`src/rtl/vga_scan_gen.sv`:
```
// rtl/vga_scan_gen.sv - VGA raster scan counters with blank, delayed hs/vs and line/frame strobes
module vga_scan_gen #(
    parameter int H_VISIBLE  = 640,
    parameter int H_FRONT    = 16,
    parameter int H_SYNC     = 96,
    parameter int H_BACK     = 48,
    parameter int V_VISIBLE  = 480,
    parameter int V_FRONT    = 10,
    parameter int V_SYNC     = 2,
    parameter int V_BACK     = 33,
    parameter int SYNC_DELAY = 1
) (
    input  logic       vga_clk,
    input  logic       reset,
    output logic [9:0] DrawX,
    output logic [9:0] DrawY,
    output logic       blank,
    output logic       hs,
    output logic       vs,
    output logic       line_start,
    output logic       frame_start
);

    localparam int H_TOTAL = H_VISIBLE + H_FRONT + H_SYNC + H_BACK;
    localparam int V_TOTAL = V_VISIBLE + V_FRONT + V_SYNC + V_BACK;

    localparam logic [9:0]  H_LAST   = 10'(H_TOTAL - 1);
    localparam logic [9:0]  V_LAST   = 10'(V_TOTAL - 1);
    // 11-bit thresholds so a 1024-wide raster cannot overflow the sync-end bound
    localparam logic [10:0] H_VIS    = 11'(H_VISIBLE);
    localparam logic [10:0] V_VIS    = 11'(V_VISIBLE);
    localparam logic [10:0] HS_START = 11'(H_VISIBLE + H_FRONT);
    localparam logic [10:0] HS_END   = 11'(H_VISIBLE + H_FRONT + H_SYNC);
    localparam logic [10:0] VS_START = 11'(V_VISIBLE + V_FRONT);
    localparam logic [10:0] VS_END   = 11'(V_VISIBLE + V_FRONT + V_SYNC);

    generate
        if (H_TOTAL > 1024) begin : g_h_total_err
            $error("vga_scan_gen: H_TOTAL exceeds 1024");
        end
        if (V_TOTAL > 1024) begin : g_v_total_err
            $error("vga_scan_gen: V_TOTAL exceeds 1024");
        end
        if (SYNC_DELAY < 0 || SYNC_DELAY > 4) begin : g_delay_err
            $error("vga_scan_gen: SYNC_DELAY out of range 0..4");
        end
    endgenerate

    logic [9:0]  hc;
    logic [9:0]  vc;
    logic [10:0] hc_x;
    logic [10:0] vc_x;
    logic        hs_raw;
    logic        vs_raw;

    always_ff @(posedge vga_clk or posedge reset) begin
        if (reset) begin
            hc <= '0;
            vc <= '0;
        end else if (hc == H_LAST) begin
            hc <= '0;
            vc <= (vc == V_LAST) ? 10'd0 : vc + 10'd1;
        end else begin
            hc <= hc + 10'd1;
        end
    end

    assign hc_x  = {1'b0, hc};
    assign vc_x  = {1'b0, vc};
    assign DrawX = hc;
    assign DrawY = vc;

    assign blank       = (hc_x < H_VIS) && (vc_x < V_VIS) && !reset;
    assign line_start  = (hc == 10'd0) && (vc_x < V_VIS) && !reset;
    assign frame_start = (hc == 10'd0) && (vc == 10'd0) && !reset;

    // vs_raw depends only on vc, so its low span covers whole lines starting at hc==0
    assign hs_raw = !((hc_x >= HS_START) && (hc_x < HS_END));
    assign vs_raw = !((vc_x >= VS_START) && (vc_x < VS_END));

    generate
        if (SYNC_DELAY == 0) begin : g_sync_comb
            assign hs = hs_raw | reset;
            assign vs = vs_raw | reset;
        end else begin : g_sync_pipe
            logic [SYNC_DELAY-1:0] hs_pipe;
            logic [SYNC_DELAY-1:0] vs_pipe;

            always_ff @(posedge vga_clk or posedge reset) begin
                if (reset) begin
                    hs_pipe <= '1;
                    vs_pipe <= '1;
                end else begin
                    hs_pipe[0] <= hs_raw;
                    vs_pipe[0] <= vs_raw;
                    for (int i = 1; i < SYNC_DELAY; i++) begin
                        hs_pipe[i] <= hs_pipe[i-1];
                        vs_pipe[i] <= vs_pipe[i-1];
                    end
                end
            end

            assign hs = hs_pipe[SYNC_DELAY-1];
            assign vs = vs_pipe[SYNC_DELAY-1];
        end
    endgenerate

endmodule

```
`config.mk`:
```
export PLATFORM = sky130hd
export DESIGN_NAME = vga_scan_gen
export DESIGN_NICKNAME = d
export VERILOG_FILES = /design/src/rtl/vga_scan_gen.sv
export SDC_FILE = /design/constraint.sdc
export NUM_CORES = 1
export LEC_CHECK = 0
export CAP_MARGIN = 20
export CORE_MARGIN = 3
export CORE_UTILIZATION = 40
export CTS_BUF_LIST = sky130_fd_sc_hd__clkbuf_16
export DETAILED_ROUTE_END_ITERATION = 10
export GPL_ROUTABILITY_DRIVEN = 0
export PLACE_DENSITY = 0.73
export SETUP_SLACK_MARGIN = 0.3
export SLEW_MARGIN = 15
export SYNTH_ARGS = -nofsm -noshare
export SYNTH_HDL_FRONTEND = slang
export SYNTH_SLANG_ARGS = --single-unit
export TNS_END_PERCENT = 5
```
`constraint.sdc`:
```
create_clock -name vga_clk -period 4.6 [get_ports vga_clk]
set_input_delay 0.92 -clock vga_clk [delete_from_list [all_inputs] [get_ports vga_clk]]
set_output_delay 0.92 -clock vga_clk [all_outputs]
set_load 0.01 [all_outputs]
```
==> flow_summary.yaml <==
clock_network:
  cts.clk_slew.worst_paths_ns: 0.06
  cts_max_level: 1
  clk_latency_ns: 0.25
  cts.path.max_buffers: 2
  postCtsHoldBufs: 0
  cts_buffers: 3
  cts_tree: "yes"
  cts-root-buf: "clkbuf_16"
  cts.sinks: 22
  post_cts_buffers: 0
  cts-resized-gates: 0
placed_design:
  pre_cts_ws_ns: 1.40
  portBuffers: 26
  place_inst: 172
  hpwl_um: 1800
cells_and_area:
  drive_gt1_share_pct: 8.97
  diodes: 0
  final_cell_mix: "clkdlybuf4s50_1, dfrtp_1, nand3_1, nor2_1"
  final_common_cell: "clkdlybuf4s50_1"
  fin_nets: 153
  fin_cells: 175
  area_delta_synth_final_pct: 31.3
die:
  die_width_um: 59.8
  die-height_um: 59.8
  die_area_sq_mm: 0.00358
  core-area_sq_mm: 0.00261
  ios: 27
  num_rows: 18
  initial_core_util_pct: 44.3
timing:
  relSlewSlack_pct: 44.8
  maxSlewViolCount: 0
  clock_skew_ns: 0.00209
  worst_slack_ns: 1.39
  worst_pin_slew_ns: 0.827
  report.final.hold_viol_count: 0
  post-route-period-util_pct: 69.8
  clock.fmax_mhz: 311
  tns_ns: 0
  setup_viol: 0
  rsz0062_at_grt: "no"
  min_period_ns: 3.21
setup_path:
  cpMaxStageDelayCell: "clkdlybuf4s50_1"
  worstPathRequired_ns: 3.68
  worstSetupPathType: "input pin to primary output"
  critPathLaunchType: "input pin"
  crit_path_cell_trace: "clkdlybuf4s50_1, nor2_1, nand2_1, a21oi_1, clkdlybuf4s50_1"
  cp_max_fo: 2
  cp_common_cell: "clkdlybuf4s50_1"
  end_kind: "primary output"
  cp_slowest_stage_delay_ns: 0.56
  arrival_ns: 2.29
synth:
  yosysSeqAreaShare_pct: 47.7
  syn-mean-instance-area_sq_um: 9.82
  netlist_instances: 118
  syn_nets: 124
  synthDistinctLibCells: 33
  synth_area_sq_mm: 0.00116
  ys_ff_latch: 22
  synth.yosys.warnings: 0
run:
  drv_cap: 0
hold_path:
  hp-class: "register to register"
power:
  cellPowerDensity_mw_per_mm2: 252
  p_leak_nw: 0.672
  power_mw: 0.383
  peakVddDrop_mv: 0.198
global_route:
  grt_usage_pct: 15.9
  overflow: 0
  grt_pass1_vias: 942
  antenna_found_initial: 0
  grt_pass1_wl_um: 4280
  grt_max_degree: 23
routing:
  drt_iter0_drc: 35
  num_vias: 958
  via_per_inst: 5.47
  antenna_left: 0
  route.detailed.drc: 0
  first_pass_iters: 4
  wire_per_inst_um: 14.3
  drt_wl_total_um: 2510
status:
  outcome: "complete, no violations"
## sequential cells by signal (all words and copies together), names as in the netlist
register	count
DrawX	10
hs	1
DrawY	10
vs	1
## Yosys cell counts, drive strengths merged
library cell	number	share of area [%]
dfrtp	20	43
nand3	14	7.1
nor2	13	4.2
inv	6	1.9
nand4	6	3.2
and3	5	2.8
nand2	5	1.6
o21ai	5	2.2
xnor2	5	3.8
xor2	5	3.8
ha	4	4.3
a21oi	3	1.3
and2	3	1.8
nor3	3	1.3
or3	3	1.8
buf	2	0.86
dfstp	2	4.5
nor2b	2	1.1
o31ai	2	1.3
a21boi	1	0.65
a31oi	1	0.54
nand2b	1	0.54
nand4b	1	0.76
nor4	1	0.54
nor4b	1	2.1
o21a	1	0.65
or2	1	0.54
or4	1	0.65
or4b	1	0.86
## metrics by stage
step / hold slack (ns) / cell area, sq um / util, %
6_report: 0.523 / 1520 / 58.2
2_1_floorplan: 0.534 / 1160 / -
3_5_place_dp: 0.512 / 1450 / 55.4
3_3_place_gp: 0.503 / 1450 / 55.4
4_1_cts: 0.523 / 1520 / 58.2
5_1_grt: 0.540 / 1520 / 58.2
## final timing paths
kind	startpoint	to	slack, ns	cells past startpoint
worst min register to register	DrawY[7]	DrawY[7]	0.52	1
worst max register to register	DrawX[0]	DrawY[9]	2.73	5
worst min-delay path	DrawY[7]	DrawY[7]	0.52	1
max in group asynchronous	reset	DrawY[5]	2.90	2
worst max-delay path	reset	blank	1.39	5
min in group asynchronous	reset	DrawX[4]	1.19	2
## worst max-delay path: cells and delay by family
| family | cells | cell delay, ns |
|---|---|---|
| compound gates | 1 | 0.15 |
| buf+inv | 2 | 0.99 |
| simple gates | 2 | 0.23 |
## cell families (layout without fill, tap and decap cells)
| group | count (synthesis) | in the layout | synth area share, % |
|---|---|---|---|
| AND/OR/NAND/NOR | 61 | 61 | 31.0 |
| flip-flops | 22 | 22 | 47.7 |
| XOR/XNOR | 10 | 10 | 7.56 |
| buffers and inverters | 8 | 35 | 2.81 |
| adder cells (fa/ha/maj) | 4 | 4 | 4.32 |
| AO/OA/AOI/OAI | 13 | 13 | 6.59 |
## final cells by class
type | count | area, sq um
sequential | 22 | 553
clock buffer | 3 | 75.1
tap | 30 | 37.5
multi-input combinational | 88 | 573
inverter | 6 | 22.5
timing repair buffer | 26 | 260
fill | 241 | 1090
## power by group
group | switching [mW] | leakage, nW | internal [mW]
clock network | 0.0675 | 0.0370 | 0.115
registers | 0 | 0.286 | 0.194
logic | 0.00499 | 0.349 | 0.00193
total | 0.0724 | 0.672 | 0.310
## metal layers
metal  vias to the layer above  track usage, %  share of wire (%)
li1                        476               -                  -
met4                         0            8.54                1.7
met3                         4            2.38                3.8
met2                        21            24.4                 49
met1                       457            21.5                 46
met5                         -               0                  0
Note: power is estimated with default switching activity, not from simulation.
